==> src/rtl/bus_rr_dispatcher.sv <==
// rtl/bus_rr_dispatcher.sv - round-robin source-to-destination packet dispatcher for the shared bus
module bus_rr_dispatcher #(
  parameter int         drvrs     = 4,
  parameter int         pckg_sz   = 16,
  parameter logic [7:0] broadcast = 8'hFF,
  parameter int         max_wait  = 15
) (
  input  logic                       clk,
  input  logic                       reset,
  input  logic [drvrs-1:0]           pndng,
  input  logic [drvrs*pckg_sz-1:0]   D_pop,
  output logic [drvrs-1:0]           pop,
  input  logic [drvrs-1:0]           full,
  output logic [drvrs-1:0]           push,
  output logic [pckg_sz-1:0]         D_push,
  output logic [3:0]                 gnt_id,
  output logic                       busy,
  output logic                       err_drop
);

  localparam int IW = (drvrs > 1) ? $clog2(drvrs) : 1;

  localparam logic [1:0] S_IDLE  = 2'd0;
  localparam logic [1:0] S_ROUTE = 2'd1;
  localparam logic [1:0] S_WAIT  = 2'd2;
  localparam logic [1:0] S_HOLD  = 2'd3;

  localparam logic [drvrs-1:0] one_hot0 = {{(drvrs-1){1'b0}}, 1'b1};

  logic [1:0]          state;
  logic [IW-1:0]       ptr;
  logic [IW-1:0]       gnt_q;
  logic [pckg_sz-1:0]  pkt;
  logic [7:0]          cnt;

  logic                hi_found;
  logic [IW-1:0]       hi_id;
  logic                lo_found;
  logic [IW-1:0]       lo_id;
  logic                win_found;
  logic [IW-1:0]       win_id;
  logic [pckg_sz-1:0]  win_data;

  logic [7:0]          dest;
  logic                mask_ok;
  logic [drvrs-1:0]    mask;
  logic                mask_clear;

  assign gnt_id = 4'(gnt_q);

  // Rotating priority: first pending source at or above ptr, else the first pending below it
  always_comb begin
    hi_found = 1'b0;
    hi_id    = '0;
    lo_found = 1'b0;
    lo_id    = '0;
    for (int i = drvrs - 1; i >= 0; i--) begin
      if (pndng[i]) begin
        lo_found = 1'b1;
        lo_id    = IW'(i);
        if (IW'(i) >= ptr) begin
          hi_found = 1'b1;
          hi_id    = IW'(i);
        end
      end
    end
    win_found = hi_found | lo_found;
    win_id    = hi_found ? hi_id : lo_id;
  end

  // Head-of-FIFO data of the winning source
  always_comb begin
    win_data = '0;
    for (int i = 0; i < drvrs; i++) begin
      if (win_id == IW'(i)) begin
        win_data = D_pop[i*pckg_sz +: pckg_sz];
      end
    end
  end

  // Destination mask from the latched packet; an empty mask means the packet is undeliverable
  always_comb begin
    dest    = pkt[pckg_sz-1 -: 8];
    mask    = '0;
    mask_ok = 1'b0;
    if (dest == broadcast) begin
      mask    = ~(one_hot0 << gnt_q);
      mask_ok = 1'b1;
    end else if ((dest < 8'(drvrs)) && (dest != 8'(gnt_q))) begin
      mask    = one_hot0 << dest;
      mask_ok = 1'b1;
    end
    mask_clear = ((mask & full) == '0);
  end

  // Grant / route / wait / hold sequencer; strobes default low so they pulse for one cycle
  always_ff @(posedge clk) begin
    if (!reset) begin
      state    <= S_IDLE;
      ptr      <= '0;
      gnt_q    <= '0;
      pkt      <= '0;
      cnt      <= '0;
      pop      <= '0;
      push     <= '0;
      D_push   <= '0;
      busy     <= 1'b0;
      err_drop <= 1'b0;
    end else begin
      pop      <= '0;
      push     <= '0;
      err_drop <= 1'b0;
      case (state)
        S_IDLE: begin
          if (win_found) begin
            gnt_q <= win_id;
            pkt   <= win_data;
            pop   <= one_hot0 << win_id;
            busy  <= 1'b1;
            state <= S_ROUTE;
          end
        end
        S_ROUTE: begin
          if (!mask_ok) begin
            err_drop <= 1'b1;
            state    <= S_HOLD;
          end else if (mask_clear) begin
            push   <= mask;
            D_push <= pkt;
            state  <= S_HOLD;
          end else begin
            cnt   <= '0;
            state <= S_WAIT;
          end
        end
        S_WAIT: begin
          if (mask_clear) begin
            push   <= mask;
            D_push <= pkt;
            state  <= S_HOLD;
          end else if (cnt == 8'(max_wait)) begin
            err_drop <= 1'b1;
            state    <= S_HOLD;
          end else begin
            cnt <= cnt + 8'd1;
          end
        end
        S_HOLD: begin
          ptr   <= (gnt_q == IW'(drvrs - 1)) ? '0 : gnt_q + IW'(1);
          busy  <= 1'b0;
          state <= S_IDLE;
        end
        default: begin
          busy  <= 1'b0;
          state <= S_IDLE;
        end
      endcase
    end
  end

endmodule

==> config.mk <==
export PLATFORM = sky130hd
export DESIGN_NAME = bus_rr_dispatcher
export DESIGN_NICKNAME = d
export VERILOG_FILES = /design/src/rtl/bus_rr_dispatcher.sv
export SDC_FILE = /design/constraint.sdc
export NUM_CORES = 1
export LEC_CHECK = 0
export ABC_CLOCK_PERIOD_IN_PS = 2000
export BUFFER_PORTS_ARGS = -buffer_cell sky130_fd_sc_hd__buf_2
export CORE_UTILIZATION = 45
export CTS_CLUSTER_SIZE = 30
export DETAILED_ROUTE_END_ITERATION = 12
export PLACE_DENSITY = 0.79
export REMOVE_ABC_BUFFERS = 1
export SKIP_CTS_REPAIR_TIMING = 1
export SYNTH_ARGS = -nofsm -noshare
export SYNTH_HDL_FRONTEND = slang
export SYNTH_SLANG_ARGS = --single-unit
==> constraint.sdc <==
create_clock -name clk -period 2 [get_ports clk]
set_input_delay 0.2 -clock clk [delete_from_list [all_inputs] [get_ports clk]]
set_output_delay 0.2 -clock clk [all_outputs]
set_load 0.01 [all_outputs]
==> results.yml <==
timing:
  timing.hold.ws_ns: 0.2453
  timing.fmax_mhz: 430.9
  finalHoldViolations: 0
  min_period_ns: 2.321
  relSlewSlack: 0.5264
  final-max-slew-violation-count: 0
  post-route-period-util: 1.160
  worst_pin_slew_ns: 0.7071
  tns_ns: -7.149
  rsz0062_at_grt: "yes"
  setup_viol: 30
  fin_skew_ns: 0.01481
  layout_setup_ws_ns: -0.3208
layout:
  fin_area_um2: 4111
  utilization: 0.6330
  layout.cells.non_filler: 554
  diodes: 0
  n_fill_cell: 522
  multiInputGateArea_um2: 1874
  nets: 560
  syn_to_final_growth_pct: 33.09
  seqCellArea_um2: 1124
  drive_gt1_frac: 0.3690
die:
  die_w_um: 84.86
  core_area_um2: 6495
  die-area_um2: 7200
  placementRows: 29
  initial_core_util: 0.4756
  die_h_um: 84.86
  ioPinCount: 104
worst_setup_path:
  crit_required_ns: 2.20
  crit_type: "reg2reg"
  start_kind: "register"
  crit_fanout: 7
  critPathCaptureType: "register"
  rrSetupSlack_ns: -0.32
  cpPeakStageDelay_ns: 0.53
  crit_slowest_cell: "or4_4"
  timing.rr.end: "D_push[12]"
  reg2reg_from: "pkt[10]"
  path_cells: "or4_4 -> a2111o_1 -> nand3_1 -> nor4b_4 -> buf_4 -> buf_6 -> mux2i_1 -> nor2b_1"
  crit_arrival_ns: 2.52
  rr_worst_depth: 8
synthesis:
  syn_inst: 345
  yosys_register_bits: 56
  ys_types: 47
  yosys_most_used_dff: "dfxtp_1"
  synth_top_area_cell: "dfxtp_1"
  synth_commonest_cells: "56 x dfxtp_1, 53 x mux2i_1, 46 x nand2_1"
  synth.most_common_cell: "dfxtp_1"
  synth_edf_count: 0
  synth_area_per_cell_um2: 8.954
  ys_seq_area_frac: 0.3629
  ys_top_cells_by_area: "dfxtp_1 36%, mux2i_1 17%, nand2_1 5.6%"
  ys_warn_count: 0
  synth-async-reset-ratio: 0
  synth_area_um2: 3089
  synth_top_area_frac: 0.3629
min_path:
  hp-class: "in2reg"
  whs_endpoint: "pkt[4]"
  hold_depth: 4
  hp-start: "D_pop[36]"
clocking:
  htree_levels: 2
  cts_num_sinks: 56
  clk_latency_ns: 0.32
  cts_tree: "done"
  cts_root_buf: "clkbuf_8"
  cts_made_buffers: 5
  clk_pin_slew_worst_paths_ns: 0.10
  clockBufferDepth: 2
placed_design:
  post-dp-hpwl_mm: 6.072
  place_congestion: 0.8767
  portBuffers: 101
  pre_cts_slack_ns: -0.4215
  placed_area_um2: 3943
  dp.cells: 542
global_route:
  grt_use_total: 0.2147
  grt_pass1_vias: 2846
  overflow: 0
  grt_pass1_wl_mm: 12.45
  grt_max_degree: 31
  antenna_found_initial: 0
routing:
  vias: 2976
  finalWirelength_mm: 7.882
  route.met2.wl_mm: 3.971
  drtAntennaViolNets: 0
  drcViolationCount: 3
  dr.pass1.iters: 10
  avgRoutedWirePerCell_um: 14.23
  via_per_inst: 5.372
  top_layer_used: "met4"
  drt-met1-wl_mm: 3.415
  wl_met3_um: 419
  drt_iter0_markers: 120
power_and_ir_drop:
  p_leak_nw: 1.987
  p_total_mw: 4.634
  vdd_drop_max_mv: 0.5643
  p_per_area_nw_per_um2: 1127
run:
  maxCapViolations: 0
status:
  status: "finished, violations left"
  violations: "DRC, setup timing"
==> layer usage <==
| layer | vias to the layer above | global-route usage |
|---|---|---|
| met1 | 1368 | 0.2556 |
| met4 | 0 | 0.06934 |
| li1 | 1487 | - |
| met2 | 114 | 0.3865 |
| met3 | 7 | 0.04475 |
| met5 | - | 0 |
==> how the worst max path moves through the flow <==
stage                   from    endpoint  slack (ns)  depth (start not counted)
floorplan            pkt[10]   D_push[0]       -2.25                          6
global placement     pkt[10]   D_push[0]       -0.29                          7
detailed placement   pkt[10]   D_push[2]       -0.42                          7
CTS                 gnt_q[0]   D_push[2]       -0.44                          8
global route         pkt[10]  D_push[10]       -0.40                          8
finish               pkt[10]  D_push[12]       -0.32                          8
==> flip-flops by register name (all words and copies together) (netlist names) <==
| name | cells |
|---|---|
| D_push | 16 |
| busy | 1 |
| cnt | 8 |
| err_drop | 1 |
| gnt_q | 2 |
| pkt | 16 |
| pop | 4 |
| ptr | 2 |
| push | 4 |
| state | 2 |
==> cell type report <==
class / count / area share
clock inverter: 2 / 0.003956
sequential: 56 / 0.2733
clock buffer: 6 / 0.01765
timing repair buffer: 147 / 0.2158
multi-input combinational: 255 / 0.4559
tap: 77 / 0.02343
inverter: 11 / 0.01004
==> worst max-delay path: cells and delay by family (launching register included) <==
| kind | cells | cell delay [ns] |
|---|---|---|
| simple gates | 4 | 0.98 |
| compound gates | 1 | 0.37 |
| buf+inv | 2 | 0.34 |
| flops | 1 | 0.32 |
| mux | 1 | 0.20 |
==> cell families (layout without fill, tap and decap cells) <==
logic type / Yosys count / count (layout) / synth area share
simple gates: 129 / 129 / 0.2151
compound gates: 59 / 59 / 0.1515
flops: 56 / 56 / 0.3629
mux: 53 / 53 / 0.1717
buf+inv: 35 / 166 / 0.05144
fa+ha+maj: 10 / 10 / 0.04050
xor+xnor: 2 / 2 / 0.005671
other cells: 1 / 2 / 0.001214
==> placed cells by master, fill, tap and decap left out, types with 2 or more instances in the layout <==
| cell | netlist | layout |
|---|---|---|
| a32o_1 | 17 | 16 |
| or2_2 | 3 | 3 |
| nor3_1 | 5 | 4 |
| nor2_1 | 15 | 15 |
| xnor2_1 | 2 | 2 |
| buf_4 | 4 | 40 |
| conb_1 | 1 | 2 |
| buf_2 | 4 | 101 |
| clkbuf_8 | 0 | 5 |
| dfxtp_2 | 0 | 2 |
| buf_12 | 0 | 2 |
| nor3b_1 | 2 | 2 |
| and3_1 | 3 | 3 |
| o21ai_0 | 9 | 8 |
| inv_1 | 11 | 11 |
| nand2_1 | 46 | 46 |
| buf_6 | 1 | 3 |
| ha_1 | 10 | 10 |
| nor2b_1 | 22 | 21 |
| nand2b_1 | 4 | 4 |
| a21boi_0 | 3 | 3 |
| or4_1 | 3 | 2 |
| or4_4 | 1 | 2 |
| mux2i_1 | 53 | 53 |
| or3_4 | 0 | 2 |
| nand4_1 | 5 | 5 |
| o2111ai_1 | 2 | 2 |
| dfxtp_1 | 56 | 54 |
| or3_1 | 3 | 3 |
| a2111o_1 | 2 | 2 |
| nand3_1 | 4 | 4 |
| a31oi_1 | 2 | 2 |
| a21oi_1 | 14 | 11 |
| and2_1 | 5 | 4 |
| nor4_1 | 2 | 2 |
| o31ai_1 | 2 | 2 |
| a21oi_2 | 0 | 3 |
==> where the power goes <==
| group | switching, mW | total [mW] | internal (mW) | leakage, nW |
|---|---|---|---|---|
| clock | 0.374 | 0.625 | 0.250 | 0.0414 |
| combinational | 1.19 | 2.42 | 1.24 | 1.49 |
| sequential | 0.213 | 1.59 | 1.37 | 0.458 |
| total | 1.77 | 4.63 | 2.86 | 1.99 |
(Power assumes the default switching activity.)
